## config.mk

```make
export PLATFORM = sky130hd
export DESIGN_NAME = uart_rx_led_top
export DESIGN_NICKNAME = d
export VERILOG_FILES = /design/src/rtl/uart_pkg.sv /design/src/rtl/uart_rx.sv /design/src/rtl/uart_rx_led_top.sv
export SDC_FILE = /design/constraint.sdc
export NUM_CORES = 1
export LEC_CHECK = 0
export CELL_PAD_IN_SITES_DETAIL_PLACEMENT = 0
export CELL_PAD_IN_SITES_GLOBAL_PLACEMENT = 2
export CORE_AREA = 8 8 74 89
export DETAILED_ROUTE_END_ITERATION = 8
export DIE_AREA = 0 0 82 97
export HOLD_SLACK_MARGIN = 0.12
export MAX_ROUTING_LAYER = met4
export PLACE_DENSITY_LB_ADDON = 0.2
export SLEW_MARGIN = 20
export SYNTH_ARGS = -nofsm -noshare
export SYNTH_HDL_FRONTEND = slang
export SYNTH_SLANG_ARGS = --single-unit
```

## constraint.sdc

```tcl
create_clock -name hw_clk -period 1.9 [get_ports hw_clk]
set_input_delay 0.38 -clock hw_clk [delete_from_list [all_inputs] [get_ports hw_clk]]
set_output_delay 0.38 -clock hw_clk [all_outputs]
set_load 0.05 [all_outputs]
```

## src/rtl/uart_pkg.sv

```systemverilog
// Shared constants and state encodings for the UART receive/echo demo.
package uart_pkg;

    localparam int DATA_BITS       = 8;
    localparam int DEFAULT_CLK_DIV = 104;

    typedef enum logic [1:0] {
        IDLE  = 2'd0,
        START = 2'd1,
        DATA  = 2'd2,
        STOP  = 2'd3
    } rx_state_t;

    // The transmitter walks through the same four phases.
    typedef rx_state_t tx_state_t;

endpackage

```

## src/rtl/uart_rx.sv

```systemverilog
// 8N1 receiver: input synchronizer, arming after a first idle-high sample,
// mid-bit sampling FSM, last-good-byte register and framing-error flag.
module uart_rx
    import uart_pkg::*;
#(
    parameter int CLK_DIV     = DEFAULT_CLK_DIV,
    parameter int SYNC_STAGES = 2
) (
    input  logic                 clk_i,
    input  logic                 rst_ni,
    input  logic                 rx_i,
    output logic [DATA_BITS-1:0] data_o,
    output logic                 valid_o,
    output logic                 ferr_o
);

    localparam int CW = $clog2(CLK_DIV);
    localparam int IW = $clog2(DATA_BITS);
    localparam logic [CW-1:0] HALF_CNT = CW'(CLK_DIV / 2 - 1);
    localparam logic [CW-1:0] FULL_CNT = CW'(CLK_DIV - 1);
    localparam logic [IW-1:0] LAST_IDX = IW'(DATA_BITS - 1);

    logic [SYNC_STAGES-1:0] sync_q;
    logic                   rxs;
    logic                   armed_q;
    rx_state_t              state_q;
    logic [CW-1:0]          cnt_q;
    logic [IW-1:0]          idx_q;
    logic [DATA_BITS-1:0]   shift_q;
    logic [DATA_BITS-1:0]   data_q;
    logic                   valid_q;
    logic                   ferr_q;

    // Synchronizer chain; resets low so a line held low through reset never looks idle.
    always_ff @(posedge clk_i or negedge rst_ni) begin
        if (!rst_ni) begin
            sync_q <= '0;
        end else begin
            sync_q <= {sync_q[SYNC_STAGES-2:0], rx_i};
        end
    end

    assign rxs = sync_q[SYNC_STAGES-1];

    // Receive FSM with arming, mid-bit sampling and registered result/status outputs.
    always_ff @(posedge clk_i or negedge rst_ni) begin
        if (!rst_ni) begin
            armed_q <= 1'b0;
            state_q <= IDLE;
            cnt_q   <= '0;
            idx_q   <= '0;
            shift_q <= '0;
            data_q  <= '0;
            valid_q <= 1'b0;
            ferr_q  <= 1'b0;
        end else begin
            valid_q <= 1'b0;
            if (rxs) begin
                armed_q <= 1'b1;
            end
            case (state_q)
                IDLE: begin
                    if (armed_q && !rxs) begin
                        state_q <= START;
                        cnt_q   <= HALF_CNT;
                    end
                end
                START: begin
                    if (cnt_q == '0) begin
                        if (rxs) begin
                            state_q <= IDLE;
                        end else begin
                            state_q <= DATA;
                            idx_q   <= '0;
                            cnt_q   <= FULL_CNT;
                        end
                    end else begin
                        cnt_q <= cnt_q - 1'b1;
                    end
                end
                DATA: begin
                    if (cnt_q == '0) begin
                        shift_q <= {rxs, shift_q[DATA_BITS-1:1]};
                        cnt_q   <= FULL_CNT;
                        if (idx_q == LAST_IDX) begin
                            state_q <= STOP;
                        end else begin
                            idx_q <= idx_q + 1'b1;
                        end
                    end else begin
                        cnt_q <= cnt_q - 1'b1;
                    end
                end
                STOP: begin
                    if (cnt_q == '0) begin
                        state_q <= IDLE;
                        if (rxs) begin
                            data_q  <= shift_q;
                            valid_q <= 1'b1;
                            ferr_q  <= 1'b0;
                        end else begin
                            // Line is still low: disarm so IDLE waits for a high level first.
                            ferr_q  <= 1'b1;
                            armed_q <= 1'b0;
                        end
                    end else begin
                        cnt_q <= cnt_q - 1'b1;
                    end
                end
                default: state_q <= IDLE;
            endcase
        end
    end

    assign data_o  = data_q;
    assign valid_o = valid_q;
    assign ferr_o  = ferr_q;

endmodule

```

## src/rtl/uart_rx_led_top.sv

```systemverilog
// Board top for the iCE40 UART demo: receiver, status LEDs and optional echo.
// Define UART_ECHO_EN to build the 8N1 echo transmitter; otherwise uarttx idles high.
module uart_rx_led_top
    import uart_pkg::*;
#(
    parameter int CLK_DIV     = DEFAULT_CLK_DIV,
    parameter int SYNC_STAGES = 2
) (
    input  logic                 hw_clk,
    input  logic                 rst_n,
    input  logic                 uartrx,
    output logic                 uarttx,
    output logic [DATA_BITS-1:0] rx_data,
    output logic                 rx_valid,
    output logic                 led_red,
    output logic                 led_green,
    output logic                 led_blue
);

    logic green_q;

    uart_rx #(
        .CLK_DIV     (CLK_DIV),
        .SYNC_STAGES (SYNC_STAGES)
    ) u_rx (
        .clk_i   (hw_clk),
        .rst_ni  (rst_n),
        .rx_i    (uartrx),
        .data_o  (rx_data),
        .valid_o (rx_valid),
        .ferr_o  (led_red)
    );

    // Green LED flips once per correctly framed byte.
    always_ff @(posedge hw_clk or negedge rst_n) begin
        if (!rst_n) begin
            green_q <= 1'b0;
        end else if (rx_valid) begin
            green_q <= ~green_q;
        end
    end

    assign led_green = green_q;
    assign led_blue  = rx_data[0];

`ifdef UART_ECHO_EN
    localparam int CW = $clog2(CLK_DIV);
    localparam int IW = $clog2(DATA_BITS);
    localparam logic [CW-1:0] FULL_CNT = CW'(CLK_DIV - 1);
    localparam logic [IW-1:0] LAST_IDX = IW'(DATA_BITS - 1);

    tx_state_t            tx_state_q;
    logic [CW-1:0]        tx_cnt_q;
    logic [IW-1:0]        tx_idx_q;
    logic [DATA_BITS-1:0] tx_sh_q;
    logic                 tx_q;

    // Echo serializer; bytes arriving while busy are dropped.
    always_ff @(posedge hw_clk or negedge rst_n) begin
        if (!rst_n) begin
            tx_state_q <= IDLE;
            tx_cnt_q   <= '0;
            tx_idx_q   <= '0;
            tx_sh_q    <= '0;
            tx_q       <= 1'b1;
        end else begin
            case (tx_state_q)
                IDLE: begin
                    if (rx_valid) begin
                        tx_state_q <= START;
                        tx_sh_q    <= rx_data;
                        tx_cnt_q   <= FULL_CNT;
                        tx_q       <= 1'b0;
                    end
                end
                START: begin
                    if (tx_cnt_q == '0) begin
                        tx_state_q <= DATA;
                        tx_idx_q   <= '0;
                        tx_cnt_q   <= FULL_CNT;
                        tx_q       <= tx_sh_q[0];
                        tx_sh_q    <= {1'b1, tx_sh_q[DATA_BITS-1:1]};
                    end else begin
                        tx_cnt_q <= tx_cnt_q - 1'b1;
                    end
                end
                DATA: begin
                    if (tx_cnt_q == '0) begin
                        tx_cnt_q <= FULL_CNT;
                        if (tx_idx_q == LAST_IDX) begin
                            tx_state_q <= STOP;
                            tx_q       <= 1'b1;
                        end else begin
                            tx_idx_q <= tx_idx_q + 1'b1;
                            tx_q     <= tx_sh_q[0];
                            tx_sh_q  <= {1'b1, tx_sh_q[DATA_BITS-1:1]};
                        end
                    end else begin
                        tx_cnt_q <= tx_cnt_q - 1'b1;
                    end
                end
                STOP: begin
                    if (tx_cnt_q == '0) begin
                        tx_state_q <= IDLE;
                    end else begin
                        tx_cnt_q <= tx_cnt_q - 1'b1;
                    end
                end
                default: tx_state_q <= IDLE;
            endcase
        end
    end

    assign uarttx = tx_q;
`else
    assign uarttx = 1'b1;
`endif

endmodule

```

==> impl_metrics.toml, run 1 <==
[placed_design]
place.gp.congestion = 0.823
io_buffers = 14
dp_hpwl_um = 2730
dp_cells = 239
dp_worst_setup_slack_ps = -40.5

[routing]
vias_per_cell = 4.97
antenna_left = 0
finalWirelength_um = 3670
routed-via-count = 1232
wl_per_cell_um = 14.8
first_pass_iters = 4
drc_errors = 0
drt_iter0_drc = 41

[sta]
finalSetupViolations = 1
fin_crit_sh_pct = 102
fmax_mhz = 514
hold_violations = 0
relSlewSlack_pct = 66.8
postLayoutSetupSlackWorst_ps = -44.0
post-route-min-period_ps = 1940
rsz0062_at_grt = "true"
slew_viol_final = 0
worst-slew-pin-transition_ps = 496
fin_skew_ps = 2.01
hold-worst-slack_ps = 356

[critical_path]
critical_path_required_ps = 2120
path_cells = "inv_2, ha_4, or3b_4, o31a_1, or4_4, a21oi_2"
crit_slowest_cell = "or4_4"
crit_buf_inv = 1
slowest_delay_ps = 480
arrival_ps = 2160
cp_max_fo = 3
path_class = "flop to flop"
critPathTopFamily = "simple AND/OR/NAND/NOR gates"
cp-end-kind = "flop"
startpoint_type = "flop"

[cts]
cts_hold_buffers = 0
cts_buffers = 5
cts_tree = "done"
clk_path_buf_depth = 2
htree_levels = 2
clk_pin_slew_ps = 70
clock-sinks = 34
clkLatencyLatePin_ps = 290
root_buffer = "clkbuf_8"

[power_and_ir_drop]
peakVddDrop_mv = 0.524
p_leak_nw = 1.05
power.total_w = 0.00294
power_density_nw_per_um2 = 1370

[logic_synthesis]
ys_warn_count = 0
syn_inst = 150
ys_seq_elements = 34
syn_area_per_cell_um2 = 11.1
synth.distinct_cells = 40
syn_nets = 161
synth_area_um2 = 1660
ys_seq_area_share_pct = 51.2

[cells_and_area]
drive_above_1_share_pct = 34.4
final_common_cell = "dfrtp_1"
utilization_pct = 41.7
final_nets = 196
antennaDiodeCount = 0
final_cell_mix = "dfrtp_1 (34), buf_4 (30), mux2_2 (16), nor2_1 (12), nor3_1 (9)"
syn2layout_area_growth_pct = 29.3
fin_cells = 248
fill_cells = 523

[global_routing]
grt_pass1_wl_um = 6340
grt_max_degree = 35
first_global_vias = 1311
grt_overflow = 0
grt.total_usage_pct = 10.7
antenna_found_initial = 0

[min_path]
hp-class = "flop to flop"

[die]
ioPinCount = 16
core_region_area_um2 = 5150
die_width_um = 82
die_y_um = 97
start_util_pct = 32.3
dieArea_um2 = 7950
rows = 29

[run_status]
status = "finished with violations"
violations = "negative setup slack"

[run]
cap_violations = 0
==> power by group <==
| part | switching, W | internal (W) |
|---|---|---|
| registers | 0.0000717 | 0.000817 |
| logic | 0.000656 | 0.000596 |
| clock network | 0.000278 | 0.000526 |
==> kinds of logic (layout without fill, tap and decap cells) <==
family / Yosys count / after routing / share of synthesized area (%)
buffers and inverters: 14 / 50 / 3.69
other: 1 / 1 / 0.226
adder cells (fa/ha/maj): 8 / 8 / 6.02
XOR/XNOR: 1 / 1 / 0.527
flip-flops: 34 / 34 / 51.2
AO/OA/AOI/OAI: 32 / 32 / 14.4
AND/OR/NAND/NOR: 43 / 43 / 12.6
multiplexers: 17 / 17 / 11.4
==> stage by stage <==
stage	setup TNS [ps]	instance area [um^2]
floorplan	-2.86	1670
detailed placement	-40.5	1980
CTS	-28.8	2130
global route	-393	2150
finish	-44.0	2150
global placement	0	1980
==> synth_stat cells <==
master	number	area share, %
dfrtp_1	34	51
mux2_2	16	11
nor2_1	12	2.7
nor3_1	9	2.7
ha_1	8	6.0
inv_1	8	1.8
nand2_1	8	1.8
a21oi_1	6	1.8
o21ai_0	4	1.2
clkbuf_1	3	0.68
nand3_1	3	0.90
o32a_1	3	1.8
a21o_1	2	0.90
and3_1	2	0.75
buf_4	2	0.90
nand2b_1	2	0.75
o211ai_1	2	0.90
o22a_1	2	1.1
o2bb2ai_1	2	1.1
o41ai_1	2	1.1
a211o_1	1	0.53
a211oi_1	1	0.45
a21bo_2	1	0.60
a21boi_0	1	0.45
a221o_1	1	0.60
and2_1	1	0.38
buf_2	1	0.30
conb_1	1	0.23
mux2i_1	1	0.60
nor2_2	1	0.38
nor2b_1	1	0.38
nor3b_1	1	0.45
o21a_1	1	0.45
o221ai_1	1	0.53
o31a_1	1	0.53
o31ai_1	1	0.45
or3_1	1	0.38
or3b_2	1	0.53
or4_1	1	0.45
xor2_1	1	0.53
==> path summary, 6_finish.rpt <==
kind / slack (ps) / endpoint / cells after the start / from
worst max register to register: -40 / u_rx.cnt_q[5] / 6 / u_rx.cnt_q[0]
min in group asynchronous: 500 / u_rx.cnt_q[2] / 2 / rst_n
worst min-delay path: 360 / u_rx.sync_q[1] / 0 / u_rx.sync_q[0]
worst min register to register: 360 / u_rx.sync_q[1] / 0 / u_rx.sync_q[0]
worst max-delay path: -40 / u_rx.cnt_q[5] / 6 / u_rx.cnt_q[0]
max in group asynchronous: 1100 / u_rx.sync_q[1] / 2 / rst_n
==> sequential cells by signal (all words and copies together), names as in the netlist, named ones only <==
register / cells
u_rx.idx_q: 3
u_rx.shift_q: 8
u_rx.armed_q: 1
u_rx.state_q: 1
led_green: 1
u_rx.valid_o: 1
u_rx.cnt_q: 7
u_rx.sync_q: 2
u_rx.data_o: 8
u_rx.ferr_o: 1
==> timing repair <==
item | 4_1_cts | 5_1_grt
endpoints found under the setup margin | 9 | 12
gates resized for setup | 4 | 3
setup buffers | 0 | 1
endpoints found under the hold margin | 0 | 0
pin swaps | 0 | 2
==> layer usage <==
layer  routed length [um]  track usage [%]  vias up
met5                    0                -        -
met4                   72             4.88        0
met1                 1640             12.0      599
met2                 1800             16.3       18
met3                  156             3.80        7
li1                     -                -      608
==> layout make-up <==
class	count	area (um^2)	share of cell area [%]
clock inverters	3	68.8	3.20
well taps	62	77.6	3.61
clock buffers	5	68.8	3.20
repair buffers	34	265	12.3
multi-input cells	102	788	36.7
inverters	8	30.0	1.40
flip-flops and latches	34	851	39.6
Power figures use the tool's default switching activity.
==> inputs of run 2 (changes only) <==
Settings changed: HOLD_SLACK_MARGIN 0.12 to 0.1.
==> results of run 2 <==
Same layout as run 1: the final DEF is identical, and so are final timing and power.
